### src/rtl/xlr8_lfsr_sched_if.sv
// Requester, seed-control and LFSR-core signals of xlr8_lfsr_sched.
// The slave modport is the scheduler; the master modport is the XB register side plus the core.
interface xlr8_lfsr_sched_if #(
  parameter int NREQ  = 4,
  parameter int WIDTH = 8
);
  localparam int IDW = $clog2(NREQ);

  logic [NREQ-1:0]  req;
  logic [NREQ-1:0]  ack;
  logic [WIDTH-1:0] rdata;
  logic [IDW-1:0]   grant_id;
  logic             seed_wr;
  logic [WIDTH-1:0] seed_in;
  logic             seed_busy;
  logic             free_run;
  logic             lfsr_enable;
  logic             lfsr_new_seed;
  logic [WIDTH-1:0] lfsr_seed;
  logic [WIDTH-1:0] lfsr_data;

  modport slave (
    input  req, seed_wr, seed_in, free_run, lfsr_data,
    output ack, rdata, grant_id, seed_busy, lfsr_enable, lfsr_new_seed, lfsr_seed
  );

  modport master (
    output req, seed_wr, seed_in, free_run, lfsr_data,
    input  ack, rdata, grant_id, seed_busy, lfsr_enable, lfsr_new_seed, lfsr_seed
  );
endinterface

### src/rtl/xlr8_lfsr_sched.sv
// Round-robin draw scheduler and seed sequencer for a shared alorium_lfsr core.
// NREQ may be 2..8.
//
// state | meaning
// IDLE  | arbitrate: pending seed first, then round-robin draw; optional free-run stepping
// SEED  | lfsr_new_seed high, core loads lfsr_seed
// STEP  | lfsr_enable high, core advances once for the granted requester
// CAPT  | core output holds the stepped word; captured into rdata at the closing edge
// ACK   | one-hot ack to the granted requester
module xlr8_lfsr_sched #(
  parameter int NREQ  = 4,
  parameter int WIDTH = 8
) (
  input  logic             clk,
  input  logic             rst,
  xlr8_lfsr_sched_if.slave bus
);
  localparam int IDW = $clog2(NREQ);

  typedef enum logic [2:0] {
    IDLE = 3'd0,
    SEED = 3'd1,
    STEP = 3'd2,
    CAPT = 3'd3,
    ACK  = 3'd4
  } state_t;

  state_t           state;
  state_t           state_nxt;

  logic [IDW-1:0]   last;
  logic [IDW-1:0]   win_idx;
  logic [IDW-1:0]   cand_idx;
  logic             win_found;
  logic             any_req;
  int               cand;

  logic             seed_take;
  logic             seed_bypass;
  logic             do_grant;
  logic             seed_pend;
  logic [WIDTH-1:0] seed_buf;
  logic [WIDTH-1:0] seed_fix;

  logic [NREQ-1:0]  ack_q;
  logic [WIDTH-1:0] rdata_q;
  logic [IDW-1:0]   grant_id_q;
  logic [WIDTH-1:0] lfsr_seed_q;

  assign any_req  = |bus.req;
  // An all-zero seed would lock the LFSR, so it is replaced by 1.
  assign seed_fix = (bus.seed_in == '0) ? WIDTH'(1) : bus.seed_in;

  always_comb begin
    win_found = 1'b0;
    win_idx   = last;
    cand      = 0;
    cand_idx  = '0;
    for (int i = 1; i <= NREQ; i++) begin
      cand = int'(last) + i;
      if (cand >= NREQ) begin
        cand = cand - NREQ;
      end
      cand_idx = IDW'(cand);
      if (!win_found && bus.req[cand_idx]) begin
        win_found = 1'b1;
        win_idx   = cand_idx;
      end
    end
  end

  always_ff @(posedge clk or posedge rst) begin
    if (rst) begin
      state <= IDLE;
    end else begin
      state <= state_nxt;
    end
  end

  always_comb begin
    state_nxt   = state;
    seed_take   = 1'b0;
    seed_bypass = 1'b0;
    do_grant    = 1'b0;
    case (state)
      IDLE: begin
        if (seed_pend) begin
          state_nxt = SEED;
          seed_take = 1'b1;
        end else if (bus.seed_wr) begin
          // Fresh write with nothing queued loads straight from seed_in.
          state_nxt   = SEED;
          seed_bypass = 1'b1;
        end else if (win_found) begin
          state_nxt = STEP;
          do_grant  = 1'b1;
        end
      end
      SEED:    state_nxt = IDLE;
      STEP:    state_nxt = CAPT;
      CAPT:    state_nxt = ACK;
      ACK:     state_nxt = IDLE;
      default: state_nxt = IDLE;
    endcase
  end

  always_ff @(posedge clk or posedge rst) begin
    if (rst) begin
      ack_q       <= '0;
      rdata_q     <= '0;
      grant_id_q  <= '0;
      last        <= IDW'(NREQ - 1);
      lfsr_seed_q <= '0;
      seed_pend   <= 1'b0;
      seed_buf    <= '0;
    end else begin
      ack_q <= '0;
      if (state == CAPT) begin
        ack_q   <= NREQ'(1) << grant_id_q;
        rdata_q <= bus.lfsr_data;
      end
      if (do_grant) begin
        last       <= win_idx;
        grant_id_q <= win_idx;
      end
      if (seed_take) begin
        lfsr_seed_q <= seed_buf;
      end else if (seed_bypass) begin
        lfsr_seed_q <= seed_fix;
      end
      if (bus.seed_wr) begin
        seed_buf <= seed_fix;
      end
      // A write landing on the load cycle keeps the newer value queued.
      if (seed_take) begin
        seed_pend <= bus.seed_wr;
      end else if (bus.seed_wr && !seed_bypass) begin
        seed_pend <= 1'b1;
      end
    end
  end

  assign bus.ack           = ack_q;
  assign bus.rdata         = rdata_q;
  assign bus.grant_id      = grant_id_q;
  assign bus.lfsr_seed     = lfsr_seed_q;
  assign bus.lfsr_new_seed = (state == SEED);
  assign bus.seed_busy     = seed_pend | (state == SEED);
  assign bus.lfsr_enable   = (state == STEP) |
                             ((state == IDLE) & bus.free_run & ~seed_pend & ~any_req);
endmodule

### src/flat_wrapper.sv
// flat-port wrapper written by rule: the top's interface ports become plain ports
module xlr8_lfsr_sched_flat 
#(
  parameter int NREQ  = 4,
  parameter int WIDTH = 8
)
  (clk, rst, bus_req, bus_seed_wr, bus_seed_in, bus_free_run, bus_lfsr_data, bus_ack, bus_rdata, bus_grant_id, bus_seed_busy, bus_lfsr_enable, bus_lfsr_new_seed, bus_lfsr_seed);
  xlr8_lfsr_sched_if #(.NREQ(NREQ), .WIDTH(WIDTH)) bus_i ();
  input  logic clk;
  input  logic rst;
  input wire logic [$bits(bus_i.req)-1:0] bus_req;
  input wire logic [$bits(bus_i.seed_wr)-1:0] bus_seed_wr;
  input wire logic [$bits(bus_i.seed_in)-1:0] bus_seed_in;
  input wire logic [$bits(bus_i.free_run)-1:0] bus_free_run;
  input wire logic [$bits(bus_i.lfsr_data)-1:0] bus_lfsr_data;
  output wire logic [$bits(bus_i.ack)-1:0] bus_ack;
  output wire logic [$bits(bus_i.rdata)-1:0] bus_rdata;
  output wire logic [$bits(bus_i.grant_id)-1:0] bus_grant_id;
  output wire logic [$bits(bus_i.seed_busy)-1:0] bus_seed_busy;
  output wire logic [$bits(bus_i.lfsr_enable)-1:0] bus_lfsr_enable;
  output wire logic [$bits(bus_i.lfsr_new_seed)-1:0] bus_lfsr_new_seed;
  output wire logic [$bits(bus_i.lfsr_seed)-1:0] bus_lfsr_seed;
  assign bus_i.req = bus_req;
  assign bus_i.seed_wr = bus_seed_wr;
  assign bus_i.seed_in = bus_seed_in;
  assign bus_i.free_run = bus_free_run;
  assign bus_i.lfsr_data = bus_lfsr_data;
  assign bus_ack = bus_i.ack;
  assign bus_rdata = bus_i.rdata;
  assign bus_grant_id = bus_i.grant_id;
  assign bus_seed_busy = bus_i.seed_busy;
  assign bus_lfsr_enable = bus_i.lfsr_enable;
  assign bus_lfsr_new_seed = bus_i.lfsr_new_seed;
  assign bus_lfsr_seed = bus_i.lfsr_seed;
  xlr8_lfsr_sched #(.NREQ(NREQ), .WIDTH(WIDTH)) u_core (.clk(clk), .rst(rst), .bus(bus_i));
endmodule
### config.mk
export PLATFORM = sky130hd
export DESIGN_NAME = xlr8_lfsr_sched_flat
export DESIGN_NICKNAME = d
export VERILOG_FILES = /design/src/rtl/xlr8_lfsr_sched_if.sv /design/src/rtl/xlr8_lfsr_sched.sv /design/src/flat_wrapper.sv
export SDC_FILE = /design/constraint.sdc
export NUM_CORES = 1
export LEC_CHECK = 0
export ABC_CLOCK_PERIOD_IN_PS = 2160
export CAP_MARGIN = 20
export CORE_ASPECT_RATIO = 0.8
export CORE_MARGIN = 10
export CORE_UTILIZATION = 40
export CTS_CLUSTER_DIAMETER = 200
export DETAILED_ROUTE_END_ITERATION = 8
export PLACE_DENSITY = 0.74
export SYNTH_ARGS = -nofsm -noshare
export SYNTH_HDL_FRONTEND = slang
export SYNTH_SLANG_ARGS = --single-unit
### constraint.sdc
create_clock -name clk -period 2.16 [get_ports clk]
set_clock_uncertainty 0.15 [all_clocks]
set_input_delay 0.216 -clock clk [delete_from_list [all_inputs] [get_ports clk]]
set_output_delay 0.216 -clock clk [all_outputs]
set_load 0.03 [all_outputs]
==> results_dict.tcl <==
set metrics [dict create \
    drtIter0Drc 65 \
    ir_drop_mv 0.789 \
    clock-sinks 36 \
    dpl.hpwl_um 3230 \
    grt_pass1_vias 1440 \
    maxSlewViolCount 0 \
    clkLatencyLatePin_ns 0.29 \
    max-cap-violations 0 \
    grt_overflow 0 \
    final_common_cell "clkdlybuf4s50_1" \
    fin_area_um2 2260 \
    hold_slack_ns 0.175 \
    drive_gt1_frac 0.145 \
    place_congestion 0.737 \
    worstMarginPinSlew_ns 0.475 \
    syn-instance-count 155 \
    netlist.area_leader.share 0.539 \
    cts_htree_levels 2 \
    seq_area_um2 903 \
    synth_seq_cells 36 \
    syn_avg_cell_area_um2 10.2 \
    fin_nets 237 \
    syn_nets 179 \
    cts_tree "built" \
    diodes 0 \
    dpl_cell_area_um2 2170 \
    avgRoutedWirePerCell_um 16.3 \
    power_density_nw_per_um2 1480 \
    die_x_um 90.2 \
    hold_viol_final 0 \
    drc_errors 0 \
    io_buffers 48 \
    min_path_type "input port to async pin" \
    fin_crit_ns 2.05 \
    rows 20 \
    layout_common_cells "clkdlybuf4s50_1 (43), dfrtp_1 (34), nand2_1 (27)" \
    synth_area_leaders "dfrtp_1 (54%), nand2_1 (6.4%), mux2_2 (5.0%)" \
    gr-usage-met2 0.218 \
    setup_viol 0 \
    rsz0062_at_grt "false" \
    postCtsHoldBufs 0 \
    seq_area_frac_synth 0.572 \
    timing.fmax_mhz 489 \
    met1_usage 0.141 \
    r2r_cells 5 \
    status "completed" \
    required_ns 1.79 \
    fillers 348 \
    core_area_um2 3800 \
    viasPerCell 5.14 \
    yosys_warnings 0 \
    cts_buffer_depth 2 \
    grt_max_degree 37 \
    antenna_found_initial 0 \
    relSlewSlack 0.682 \
    num_vias 1383 \
    numCtsBuffers 5 \
    crit_arrival_ns 1.68 \
    critical_path.max_fanout 2 \
    synthToLayoutAreaGrowth_pct 43.4 \
    die-area_um2 6880 \
    finalNonFillerCells 269 \
    syn_area_um2 1580 \
    wl_um 4380 \
    endpoint_kind "output pin" \
    multi_input_area_um2 636 \
    dr.pass1.iters 4 \
    track_usage 0.128 \
    min_period_over_period 0.948 \
    start_util 0.415 \
    cp-start-kind "input port" \
    postRouteAntennaNets 0 \
    num_io_pins 49 \
    busiest_layer "met2" \
    utilization 0.595 \
    critPathKind "input port to output pin" \
    power.total_mw 3.34 \
    power_leakage_nw 1.00 \
    clk_pin_slew_ns 0.07 \
    use_met3 0.0482 \
    synth.largest_area_cell "dfrtp_1" \
    grt_pass1_wl_um 7220 \
    yosysUniqueCellTypes 29 \
    cts_setup_buffers 0 \
    cts_root_buffer "clkbuf_8" \
    dp.cells 261 \
    die_height_um 76.2 \
]
-- report_power, final --
part           switching, mW  internal [mW]  leakage, nW
Sequential             0.174          0.936        0.437
Clock                  0.234          0.260       0.0455
Combinational           1.03          0.713        0.518
-- stage by stage --
| step | TNS [ns] | setup slack [ns] |
|---|---|---|
| 6_report | 0 | 0.113 |
| 3_3_place_gp | -0.0494 | -0.0494 |
| 5_1_grt | 0 | 0.0400 |
| 4_1_cts | 0 | 0.0181 |
| 2_1_floorplan | 0 | 0.136 |
| 3_5_place_dp | -0.0723 | -0.0723 |
-- kinds of logic after synthesis --
family,synth area share
AOI/OAI and AO/OA,0.156
buffers and inverters,0.0317
DFF,0.572
muxes,0.0499
and+or+nand+nor,0.190
-- flip-flops by register name, indices dropped and copies added (netlist names) --
name	count
u_core.bus.ack	4
u_core.seed_pend	1
u_core.seed_buf	8
u_core.bus.grant_id	2
u_core.state	3
u_core.bus.rdata	8
u_core.last	2
u_core.bus.lfsr_seed	8
-- cell usage after synthesis, drive strengths merged --
cell    instances
and3            2
nand3           1
dfrtp          34
nand3b          1
clkbuf          3
nand2          27
o21a            1
dfstp           2
or4             1
buf             4
a21oi           5
nor3b           3
or2b            1
or2             1
mux2            7
nor2            8
a22oi           7
o211a           1
o21ai          12
o32ai           1
nor4            1
a21o            2
nor2b           7
nor3            7
o221ai          2
or3             1
a31oi           8
inv             5
-- final timing paths --
| path | startpoint | endpoint | slack, ns |
|---|---|---|---|
| setup / recovery | bus_req[3] | bus_lfsr_enable | 0.11 |
| hold / removal | rst | u_core.bus.lfsr_seed[3] | 0.17 |
| setup reg to reg | u_core.state[0] | u_core.bus.lfsr_seed[4] | 0.38 |
| hold reg to reg | u_core.bus.rdata[7] | u_core.bus.rdata[7] | 0.33 |
| max in group asynchronous | rst | u_core.last[0] | 1.33 |
| min in group clk | bus_lfsr_data[1] | u_core.bus.rdata[1] | 0.30 |
-- final cells by class --
class,count,area share
Tap cell,55,0.0304
Inverter,5,0.00829
Timing Repair Buffer,58,0.242
Multi-Input combinational cell,107,0.281
Sequential cell,36,0.399
Clock buffer,8,0.0398
-- metal layers --
metal,routed length [um],part of all wire,up-vias
met5,0,0,-
met4,90,0.021,0
met3,272,0.062,9
met2,2190,0.50,46
met1,1830,0.42,665
li1,-,-,663
-- worst max-delay path, cell delays in order --
cell and delay (ns):
clkdlybuf4s50_1 0.42, or4_4 0.51, nor3b_2 0.17, nor2_1 0.06, nor3_2 0.11, buf_4 0.18
-- repair_timing --
action,in CTS,in global routing
pin swaps,1,2
resized for setup,6,0
endpoints found under the setup margin,3,1
No activity file was read; power rests on OpenSTA's default activity.
